<file path="src/rtl/jtbubl_romarb_if.sv">
// jtbubl_romarb_if: requester ports, SDRAM slot and status of the gfx ROM arbiter.
// slave = arbiter side, master = requesters plus SDRAM controller.
interface jtbubl_romarb_if #(parameter int AW = 18);
    logic          cs0, cs1;
    logic [AW-1:0] addr0, addr1;
    logic          ok0, ok1;
    logic [31:0]   data0, data1;
    logic          rom_cs;
    logic [AW-1:0] rom_addr;
    logic [31:0]   rom_data;
    logic          rom_ok;
    logic [1:0]    gnt;
    logic          tout_err;
    modport slave (
        input  cs0, cs1, addr0, addr1, rom_data, rom_ok,
        output ok0, ok1, data0, data1, rom_cs, rom_addr, gnt, tout_err
    );
    modport master (
        output cs0, cs1, addr0, addr1, rom_data, rom_ok,
        input  ok0, ok1, data0, data1, rom_cs, rom_addr, gnt, tout_err
    );
endinterface

</file>
<file path="src/rtl/jtbubl_romarb.sv">
// jtbubl_romarb: shares one 32-bit gfx ROM SDRAM slot between tile and object fetch, with per-port word cache and watchdog.
// Define JTBUBL_ROMARB_RR_EN for round-robin tie breaking; otherwise requester 0 wins ties.
module jtbubl_romarb #(
    parameter int         AW      = 18,
    parameter logic [7:0] TIMEOUT = 8'd255
) (
    input logic            clk,
    input logic            rst_n,
    jtbubl_romarb_if.slave bus
);
    typedef enum logic [1:0] {IDLE, SETTLE, WAIT, DONE} state_t;

    state_t        r_state, w_next;
    logic [AW-1:0] r_tag [2];
    logic [31:0]   r_data [2];
    logic [1:0]    r_ok, r_gnt, w_pend, w_keep;
    logic [AW-1:0] r_addr, w_req_addr;
    logic [7:0]    r_cnt;
    logic          r_tout, w_sel, w_grant, w_cap, w_expire;
`ifdef JTBUBL_ROMARB_RR_EN
    logic          r_last;
`endif

    assign w_pend = {bus.cs1 & ~r_ok[1], bus.cs0 & ~r_ok[0]};
    // a cached word survives only while its requester keeps asking for the tagged address
    assign w_keep = {bus.cs1 && bus.addr1 == r_tag[1], bus.cs0 && bus.addr0 == r_tag[0]};
`ifdef JTBUBL_ROMARB_RR_EN
    assign w_sel = w_pend[1] & (~w_pend[0] | ~r_last);
`else
    assign w_sel = ~w_pend[0];
`endif
    assign w_req_addr = w_sel ? bus.addr1 : bus.addr0;
    assign w_grant    = r_state == IDLE && |w_pend;
    assign w_cap      = r_state == WAIT && bus.rom_ok;
    assign w_expire   = r_state == WAIT && !bus.rom_ok && r_cnt == TIMEOUT - 8'd1;

    always_comb begin
        w_next = r_state;
        case (r_state)
            IDLE:    w_next = w_grant ? SETTLE : IDLE;
            SETTLE:  w_next = WAIT;
            WAIT:    w_next = w_cap ? DONE : (w_expire ? IDLE : WAIT);
            default: w_next = IDLE;
        endcase
    end

    always_ff @(posedge clk or negedge rst_n) begin
        if (!rst_n) begin
            r_state   <= IDLE;
            r_tag[0]  <= '0;
            r_tag[1]  <= '0;
            r_data[0] <= '0;
            r_data[1] <= '0;
            r_ok      <= '0;
            r_gnt     <= '0;
            r_addr    <= '0;
            r_cnt     <= '0;
            r_tout    <= 1'b0;
`ifdef JTBUBL_ROMARB_RR_EN
            r_last    <= 1'b1;
`endif
        end else begin
            r_state <= w_next;
            r_ok    <= w_keep & (r_ok | (w_cap ? r_gnt : 2'b00));
            if (w_grant) begin
                r_gnt        <= w_sel ? 2'b10 : 2'b01;
                r_addr       <= w_req_addr;
                r_tag[w_sel] <= w_req_addr;
                r_cnt        <= '0;
`ifdef JTBUBL_ROMARB_RR_EN
                r_last       <= w_sel;
`endif
            end else if (w_next == IDLE) begin
                r_gnt <= '0;
            end
            if (r_state == WAIT) r_cnt <= r_cnt + 8'd1;
            if (w_expire) r_tout <= 1'b1;
            if (w_cap) r_data[r_gnt[1]] <= bus.rom_data;
        end
    end

    assign bus.rom_cs   = r_state == SETTLE || r_state == WAIT;
    assign bus.rom_addr = r_addr;
    assign bus.ok0      = r_ok[0];
    assign bus.ok1      = r_ok[1];
    assign bus.data0    = r_data[0];
    assign bus.data1    = r_data[1];
    assign bus.gnt      = r_gnt;
    assign bus.tout_err = r_tout;
endmodule

</file>
<file path="src/flat_wrapper.sv">
// flat-port wrapper written by rule: the top's interface ports become plain ports
module jtbubl_romarb_flat 
#(
    parameter int         AW      = 18,
    parameter logic [7:0] TIMEOUT = 8'd255
)
  (clk, rst_n, bus_cs0, bus_cs1, bus_addr0, bus_addr1, bus_rom_data, bus_rom_ok, bus_ok0, bus_ok1, bus_data0, bus_data1, bus_rom_cs, bus_rom_addr, bus_gnt, bus_tout_err);
  jtbubl_romarb_if #(.AW(AW)) bus_i ();
  input logic clk;
  input logic rst_n;
  input wire logic [$bits(bus_i.cs0)-1:0] bus_cs0;
  input wire logic [$bits(bus_i.cs1)-1:0] bus_cs1;
  input wire logic [$bits(bus_i.addr0)-1:0] bus_addr0;
  input wire logic [$bits(bus_i.addr1)-1:0] bus_addr1;
  input wire logic [$bits(bus_i.rom_data)-1:0] bus_rom_data;
  input wire logic [$bits(bus_i.rom_ok)-1:0] bus_rom_ok;
  output wire logic [$bits(bus_i.ok0)-1:0] bus_ok0;
  output wire logic [$bits(bus_i.ok1)-1:0] bus_ok1;
  output wire logic [$bits(bus_i.data0)-1:0] bus_data0;
  output wire logic [$bits(bus_i.data1)-1:0] bus_data1;
  output wire logic [$bits(bus_i.rom_cs)-1:0] bus_rom_cs;
  output wire logic [$bits(bus_i.rom_addr)-1:0] bus_rom_addr;
  output wire logic [$bits(bus_i.gnt)-1:0] bus_gnt;
  output wire logic [$bits(bus_i.tout_err)-1:0] bus_tout_err;
  assign bus_i.cs0 = bus_cs0;
  assign bus_i.cs1 = bus_cs1;
  assign bus_i.addr0 = bus_addr0;
  assign bus_i.addr1 = bus_addr1;
  assign bus_i.rom_data = bus_rom_data;
  assign bus_i.rom_ok = bus_rom_ok;
  assign bus_ok0 = bus_i.ok0;
  assign bus_ok1 = bus_i.ok1;
  assign bus_data0 = bus_i.data0;
  assign bus_data1 = bus_i.data1;
  assign bus_rom_cs = bus_i.rom_cs;
  assign bus_rom_addr = bus_i.rom_addr;
  assign bus_gnt = bus_i.gnt;
  assign bus_tout_err = bus_i.tout_err;
  jtbubl_romarb #(.AW(AW), .TIMEOUT(TIMEOUT)) u_core (.clk(clk), .rst_n(rst_n), .bus(bus_i));
endmodule
</file>
<file path="config.mk">
export PLATFORM = sky130hd
export DESIGN_NAME = jtbubl_romarb_flat
export DESIGN_NICKNAME = d
export VERILOG_FILES = /design/src/rtl/jtbubl_romarb_if.sv /design/src/rtl/jtbubl_romarb.sv /design/src/flat_wrapper.sv
export SDC_FILE = /design/constraint.sdc
export NUM_CORES = 1
export LEC_CHECK = 0
export ABC_AREA = 1
export CORE_AREA = 2 2 119 121
export CTS_CLUSTER_DIAMETER = 60
export DETAILED_ROUTE_END_ITERATION = 7
export DIE_AREA = 0 0 121 123
export PLACE_DENSITY = 0.73
export SYNTH_ARGS = -nofsm -noshare
export SYNTH_HDL_FRONTEND = slang
export SYNTH_SLANG_ARGS = --single-unit
</file>
<file path="constraint.sdc">
create_clock -name clk -period 2.62 [get_ports clk]
set_input_delay 0.262 -clock clk [delete_from_list [all_inputs] [get_ports clk]]
set_output_delay 0.262 -clock clk [all_outputs]
set_load 0.05 [all_outputs]
</file>
==> impl_metrics.toml, run 1 <==
[clocking]
clk_pin_slew_worst_paths_ns = 0.06
h-tree-depth = 4
clk_latency_ns = 0.42
cts-buffers-inserted = 17
cts_tree = "built"
hold_buffers = 1
post_cts_resized = 0
clock_path_buffers = 2
root_buffer = "clkbuf_16"
cts_setup_buffers = 0
cts.sinks = 133

[synthesis]
ys_seq_area_share_pct = 55.3
synth_area_per_cell_um2 = 8.91
synth.cell_area_mm2 = 0.00601
async_reset_ff_share_pct = 100
synth_area_leader_cell = "dfrtp_1"
yosys_warnings = 0
synth_edf_count = 0
synth_ff_type = "dfrtp_1"
netlist.area_leader.share_pct = 55.3
synth_compound_area_share_pct = 16.2
synth_top_family_by_area = "simple AND/OR/NAND/NOR gates"
synth-simple-area-share_pct = 16.3
synth-xor-area-share_pct = 2.04
ys_ff_latch = 133
syn_nets = 753
muxShareOfSynthArea_pct = 0.354
synth_cells = 675
synth_cell_types = 29
yosys.area_share.adder_pct = 1.04
synth.area.top_cells = "dfrtp_1 55%, nand2_1 11%, o21ai_0 7.1%"

[floorplan]
die_area_mm2 = 0.0149
io_pins = 161
die_y_um = 123
row_count = 43
die_x_um = 121
start_util_pct = 44.2
core_mm2 = 0.0136

[power_and_ir_drop]
ir_drop_mv = 1.05
p_per_area_mw_per_mm2 = 1380
finalPower_w = 0.0115
leakagePower_nw = 3.95

[layout]
nNetsFinal = 912
stdcell_count = 1027
n_fill_cell = 1131
syn_to_final_growth_pct = 39.0
seq_area_mm2 = 0.00333
multiInputGateArea_mm2 = 0.00216
final_layout_size_suffix_gt1_share_pct = 9.45
final_cell_mix = "183 x nand2_1, 159 x clkdlybuf4s50_1, 133 x dfrtp_1"
final_common_cell = "nand2_1"
antenna_cells = 0

[sta]
hold_viol_final = 0
min_period_ns = 2.26
rsz0062_at_grt = "false"
fin_crit_sh_pct = 86.3
fin_tns_setup_ns = 0
clock_skew_ns = 0.00902
setup_viol = 0
maxSlewHeadroom_pct = 46.5
max_freq_mhz = 442
final_max_slew_viol_count = 0
tightest_slew_ns = 0.803

[setup_path]
arrival_ns = 2.00
crit_required_ns = 2.36
startpoint_type = "register"
r2r_setup_slack_ns = 0.64
critPathKind = "register to output port"
end_kind = "output port"
worstPathMaxFanout = 4

[grt]
grt_first_pass_wirelength_um = 25000
track_usage_pct = 21.9
grt_max_degree = 66
grt_pass1_vias = 4957
antenna_found_initial = 0
grt_overflow = 0

[drt]
avgRoutedWirePerCell_um = 15.3
viasPerCell = 4.99
vias = 5120
dr.pass1.iters = 5
detail-route-antenna-nets = 0
wirelength_um = 15700
drc = 0
drtIter0Drc = 347

[place]
io_buffers = 160
dp_cells = 994
dp_hpwl_um = 11500
gp_congestion = 0.910

[hold_path]
hp-class = "input port to register"

[outcome]
status = "completed"

[job]
max_cap_violations = 0
-- critical path, cell delays in order (launching register included) --
cell and delay, ns:
dfrtp_1 0.39, inv_1 0.08, ha_1 0.31, clkdlybuf4s50_1 0.80
-- registers in the layout, indices dropped and copies added, names as in the netlist --
register	count
u_core.r_tag	36
u_core.bus.gnt	2
u_core.r_state	2
u_core.bus.rom_addr	18
u_core.bus.data0	32
u_core.bus.tout_err	1
u_core.bus.data1	32
u_core.r_ok	2
u_core.r_cnt	8
-- Yosys cell counts, types with 2 or more instances --
library cell and instances:
o21ai_1 12, nor3b_1 2, o22ai_1 3, xor2_1 4, buf_6 11, nand2_1 184, o21ai_2 32, o21ai_0 85
a31oi_1 11, a21oi_1 24, buf_4 3, inv_1 80, clkbuf_1 4, nor2_1 33, nand2_4 2, xnor2_1 10
clkbuf_2 2, nand3_1 17, ha_1 5, buf_2 10, dfrtp_1 133
-- cell families after synthesis --
family | count (synthesis)
adder cells (fa/ha/maj) | 5
multiplexers | 2
XOR/XNOR | 14
AO/OA/AOI/OAI | 167
flip-flops | 133
AND/OR/NAND/NOR | 243
buffers and inverters | 111
-- per-stage QoR --
stage	area (um2)	hold slack (ns)	worst slack, ns	util (%)
after global placement	7710	0.326	0.722	56.7
after global routing	8360	0.413	0.305	61.4
after floorplan	6010	-0.0336	1.07	-
final	8360	0.412	0.360	61.4
after CTS	8360	0.395	0.330	61.4
after detailed placement	7710	0.333	0.649	56.7
-- area by class of cell --
type	instances	share of cell area (%)
Clock buffer	19	5.30
Clock inverter	13	2.33
Inverter	81	3.64
Multi-Input combinational cell	431	25.9
Sequential cell	133	39.8
Tap cell	180	2.69
Timing Repair Buffer	170	20.4
-- metal layers --
metal,vias to the layer above,global-route usage (%),part of all wire (%)
li1,2476,-,-
met1,2421,27.9,43
met2,196,35.6,48
met3,27,6.37,6.8
met4,0,7.92,2.2
met5,-,0,0
-- worst paths after layout --
check	endpoint	start	depth (start not counted)
min	u_core.bus.data0[25]	bus_rom_data[25]	3
max	bus_rom_cs	u_core.r_state[0]	3
max reg2reg	u_core.bus.data0[26]	u_core.r_state[0]	7
min reg2reg	u_core.bus.tout_err	u_core.bus.tout_err	2
max in group asynchronous	u_core.r_tag[19]	rst_n	3
min in group asynchronous	u_core.bus.data0[16]	rst_n	2
-- power breakdown --
part / internal (W) / switching, W / total, W
Combinational: 0.00182 / 0.00365 / 0.00547
Sequential: 0.00295 / 0.000590 / 0.00354
Clock: 0.00163 / 0.000908 / 0.00254
Total: 0.00640 / 0.00515 / 0.0115
No activity file was read; power rests on OpenSTA's default activity.
==> run 2, diff against run 1 <==
- PLACE_DENSITY: 0.73 -> 0.74
- SLEW_MARGIN: default -> 20
- clock period: 2.62 -> 2.1 ns (I/O delays scaled with it)
==> run 2 against run 1 <==
Against the previous run: total power increased by 22%; clock-buffer cell count unchanged; clock skew about the same; register-to-register slack got worse by 0.30 ns; global-route usage decreased by 0.98 points; worst hold slack got worse by 0.15 ns; critical path depth decreased by 2; first-iteration DRC count increased by 5.2%; final cell count about the same; flip-flop and latch count unchanged; largest power group unchanged.
==> impl_metrics.toml, run 2 (synthesis results as in run 1) <==
[clocking]
clock_path_buffers = 2
cts_tree = "built"
cts.sinks = 133
cts-buffers-inserted = 17
post_cts_resized = 0
root_buffer = "clkbuf_16"
h-tree-depth = 4
clk_latency_ns = 0.42
clk_pin_slew_worst_paths_ns = 0.06

[sta]
hold_viol_final = 0
maxSlewHeadroom_pct = 63.2
final_max_slew_viol_count = 0
fin_crit_sh_pct = 89.4
max_freq_mhz = 533
tightest_slew_ns = 0.550
fin_tns_setup_ns = 0
clock_skew_ns = 0.00929
setup_viol = 0
min_period_ns = 1.88
rsz0062_at_grt = "false"

[place]
dp_hpwl_um = 10700
gp_congestion = 0.850
place_area_mm2 = 0.00775
io_buffers = 160

[drt]
drc = 0
wirelength_um = 15000
avgRoutedWirePerCell_um = 14.6
detail-route-antenna-nets = 0
vias = 4978
drtIter0Drc = 365
viasPerCell = 4.85
dr.pass1.iters = 4

[floorplan]
die_y_um = 123
io_pins = 161
die_x_um = 121
die_area_mm2 = 0.0149
core_mm2 = 0.0136
start_util_pct = 44.2
row_count = 43

[layout]
largest_reg_flops = 36
stdcell_area_mm2 = 0.00834
antenna_cells = 0
multiInputGateArea_mm2 = 0.00216
n_fill_cell = 1165
regMostFlops = "u_core.r_tag"
final_cell_mix = "183 x nand2_1, 158 x clkdlybuf4s50_1, 133 x dfrtp_1"
syn_to_final_growth_pct = 38.7
nNetsFinal = 912
seq_area_mm2 = 0.00333
final_common_cell = "nand2_1"
final_layout_size_suffix_gt1_share_pct = 9.57

[grt]
grt_pass1_vias = 4559
grt_overflow = 0
track_usage_pct = 20.9
antenna_found_initial = 0
grt_max_degree = 73
grt_first_pass_wirelength_um = 23800

[job]
max_cap_violations = 0

[setup_path]
path_cells = "clkdlybuf4s50_1"
path_delay_family = "buffers and inverters"
crit_required_ns = 1.89
r2r-start = "u_core.r_state[0]"
end_kind = "output port"
worstPathMaxFanout = 4
critPathKind = "register to output port"
slowest_delay_ns = 0.83
crit_start = "u_core.bus.gnt[1]"
startpoint_type = "register"
arrival_ns = 1.67
crit_slowest_cell = "clkdlybuf4s50_1"
cp_num_buf_inv = 1

[hold_path]
hp-class = "input port to asynchronous set/reset pin"

[power_and_ir_drop]
leakagePower_nw = 3.94
p_per_area_mw_per_mm2 = 1690
ir_drop_mv = 1.15

[outcome]
status = "completed"
## run 2: cell count changes in the layout (fill, tap and decap cells not counted), sizes merged
| cell | delta |
|---|---|
| clkinvlp | +2 |
| clkdlybuf4s50 | -1 |
| inv | -4 |
| buf | +1 |
| clkinv | +3 |
| bufinv | -2 |
## run 2: layout make-up
class	instances	share of cell area [%]
sequential	133	39.9
multi-input combinational	431	25.9
clock inverter	12	1.58
timing repair buffer	170	20.8
inverter	81	3.65
tap	180	2.70
clock buffer	19	5.43
## run 2: metrics by stage
step                      std cells  utilization [%]  hold slack, ns  total power (W)  setup WS, ns
after floorplan                 675                -         -0.0856          0.00900         0.547
after global placement          994             56.9           0.147           0.0111         0.298
after detailed placement        994             56.9           0.146           0.0112         0.260
after CTS                      1026             61.3           0.247           0.0142         0.192
after global routing           1026             61.3           0.272           0.0149         0.175
final                          1026             61.3           0.259           0.0141         0.222
## run 2: path summary, 6_finish.rpt
check,to,slack [ns],cells after the start
worst max-delay path,bus_gnt[1],0.22,1
worst min-delay path,u_core.bus.data1[31],0.26,2
worst max register to register,u_core.bus.rom_addr[4],0.34,6
worst min register to register,u_core.bus.tout_err,0.47,2
max in group asynchronous,u_core.bus.rom_addr[12],1.14,3
min in group clk,u_core.bus.data0[23],0.37,3
## run 2: layer usage
| layer | global-route usage (%) | up-vias | part of all wire, % | routed length, um |
|---|---|---|---|---|
| li1 | - | 2467 | - | - |
| met1 | 28.9 | 2307 | 46 | 6840 |
| met2 | 31.8 | 187 | 45 | 6780 |
| met3 | 5.40 | 17 | 7.5 | 1110 |
| met4 | 7.85 | 0 | 1.5 | 218 |
| met5 | 0 | - | 0 | 0 |
## run 2: report_power, final
group	switching (W)	internal, W
clock network	0.00111	0.00180
logic	0.00453	0.00229
registers	0.000700	0.00368
total	0.00634	0.00777
## run 2: repair_timing
item / 4_1_cts / 5_1_grt
endpoints found under the hold margin: 24 / 0
hold buffers: 1 / 0
setup buffers: 0 / 0
==> run 3, diff against run 2 <==
- CAP_MARGIN: default -> 20
- clock period: 2.1 -> 2.2 ns (I/O delays scaled with it)
==> run 3 against run 2 <==
Against the previous run: clock skew down 0.0031 ns; total power is 2.4% lower; via count is 2.5% lower; utilization is 0.47 points higher; clock-buffer cell count stayed put; global-route usage grew 0.30 points; non-clock buffer count stayed put; combinational power is 4.7% lower; worst setup slack improved by 0.11 ns; sequential power shrank 5.3%.
==> impl_metrics.toml, run 3 (synthesis results as in run 1) <==
[setup_path]
startpoint_type = "register"
path_delay_family = "buffers and inverters"
crit_slowest_cell = "buf_4"
crit_required_ns = 2.45
r2r-start = "u_core.r_state[0]"
path_cells = "inv_1 > ha_1 > nand2_2 > inv_1 > nand2_2 > buf_4 > o21ai_0"
slowest_delay_ns = 0.48
worstPathMaxFanout = 65
crit_start = "u_core.r_state[0]"
cp_num_buf_inv = 3
end_kind = "register"
critPathKind = "register to register"
arrival_ns = 2.12

[clocking]
root_buffer = "clkbuf_16"
clk_latency_ns = 0.41
cts-buffers-inserted = 17
h-tree-depth = 4
cts_setup_buffers = 0
clock_path_buffers = 2
cts.sinks = 133
cts_tree = "built"
clk_pin_slew_worst_paths_ns = 0.06

[layout]
syn_to_final_growth_pct = 39.8
final_common_cell = "nand2_1"
largest_reg_flops = 36
stdcell_area_mm2 = 0.00840
final_cell_mix = "183 x nand2_1, 158 x clkdlybuf4s50_1, 133 x dfrtp_1"
multiInputGateArea_mm2 = 0.00216
antenna_cells = 0
regMostFlops = "u_core.r_tag"
stdcell_count = 1026
seq_area_mm2 = 0.00333
nNetsFinal = 912
final_layout_size_suffix_gt1_share_pct = 9.46
n_fill_cell = 1157

[job]
max_cap_violations = 0

[floorplan]
start_util_pct = 44.2
die_y_um = 123
io_pins = 161
core_mm2 = 0.0136
row_count = 43
die_area_mm2 = 0.0149
die_x_um = 121

[sta]
rsz0062_at_grt = "false"
setup_viol = 0
fin_crit_sh_pct = 85.0
clock_skew_ns = 0.00616
max_freq_mhz = 535
min_period_ns = 1.87
tightest_slew_ns = 0.596
final_max_slew_viol_count = 0
maxSlewHeadroom_pct = 60.3
fin_tns_setup_ns = 0
hold_viol_final = 0

[drt]
avgRoutedWirePerCell_um = 14.6
detail-route-antenna-nets = 0
vias = 4855
wirelength_um = 15000
drc = 0
dr.pass1.iters = 5
drtIter0Drc = 344
viasPerCell = 4.73

[place]
dp_cells = 994
place_area_mm2 = 0.00774
io_buffers = 160
dp_hpwl_um = 10700
gp_congestion = 0.849

[outcome]
status = "completed"

[hold_path]
hp-class = "input port to asynchronous set/reset pin"

[grt]
grt_pass1_vias = 4795
grt_overflow = 0
grt_max_degree = 66
track_usage_pct = 21.2
grt_first_pass_wirelength_um = 24200
antenna_found_initial = 0

[power_and_ir_drop]
ir_drop_mv = 0.888
p_per_area_mw_per_mm2 = 1640
leakagePower_nw = 3.97
run 3: worst paths after layout:
path	endpoint	slack [ns]	cells after the start
max	u_core.bus.data1[28]	0.33	7
min	u_core.bus.data0[14]	0.30	2
max reg2reg	u_core.bus.data1[28]	0.33	7
min reg2reg	u_core.bus.tout_err	0.47	2
max in group asynchronous	u_core.bus.data0[26]	1.21	3
min in group clk	u_core.bus.data0[28]	0.38	3
run 3: layout make-up:
class                      count  share of cell area (%)
clock inverter                12                    2.41
inverter                      81                    3.62
tap                          180                    2.68
sequential                   133                    39.6
multi-input combinational    431                    25.7
clock buffer                  19                    5.39
timing repair buffer         170                    20.6
run 3: power by group:
part	switching [W]	internal (W)
clock network	0.00105	0.00206
logic	0.00433	0.00218
registers	0.000635	0.00351
total	0.00602	0.00775
run 3: metal layers:
layer  vias to the layer above  track usage, %  share of wire [%]
met5                         -               0                  0
met4                         0            8.43                1.6
met3                        21            6.13                7.3
met2                       176            32.9                 45
met1                      2175            28.1                 46
li1                       2483               -                  -
run 3: what timing repair did:
item,4_1_cts,5_1_grt
gates resized for setup,0,1
setup endpoints to repair,0,1
hold buffers,1,0
hold endpoints to repair,28,0
run 3: metrics by stage:
stage | total power, W | utilization, % | hold WS, ns | worst slack, ns
3_5_place_dp | 0.0107 | 56.8 | 0.194 | 0.346
5_1_grt | 0.0146 | 61.7 | 0.326 | 0.133
4_1_cts | 0.0139 | 61.7 | 0.297 | 0.00720
2_1_floorplan | 0.00859 | - | -0.0756 | 0.647
3_3_place_gp | 0.0106 | 56.8 | 0.189 | 0.411
6_report | 0.0138 | 61.7 | 0.300 | 0.329
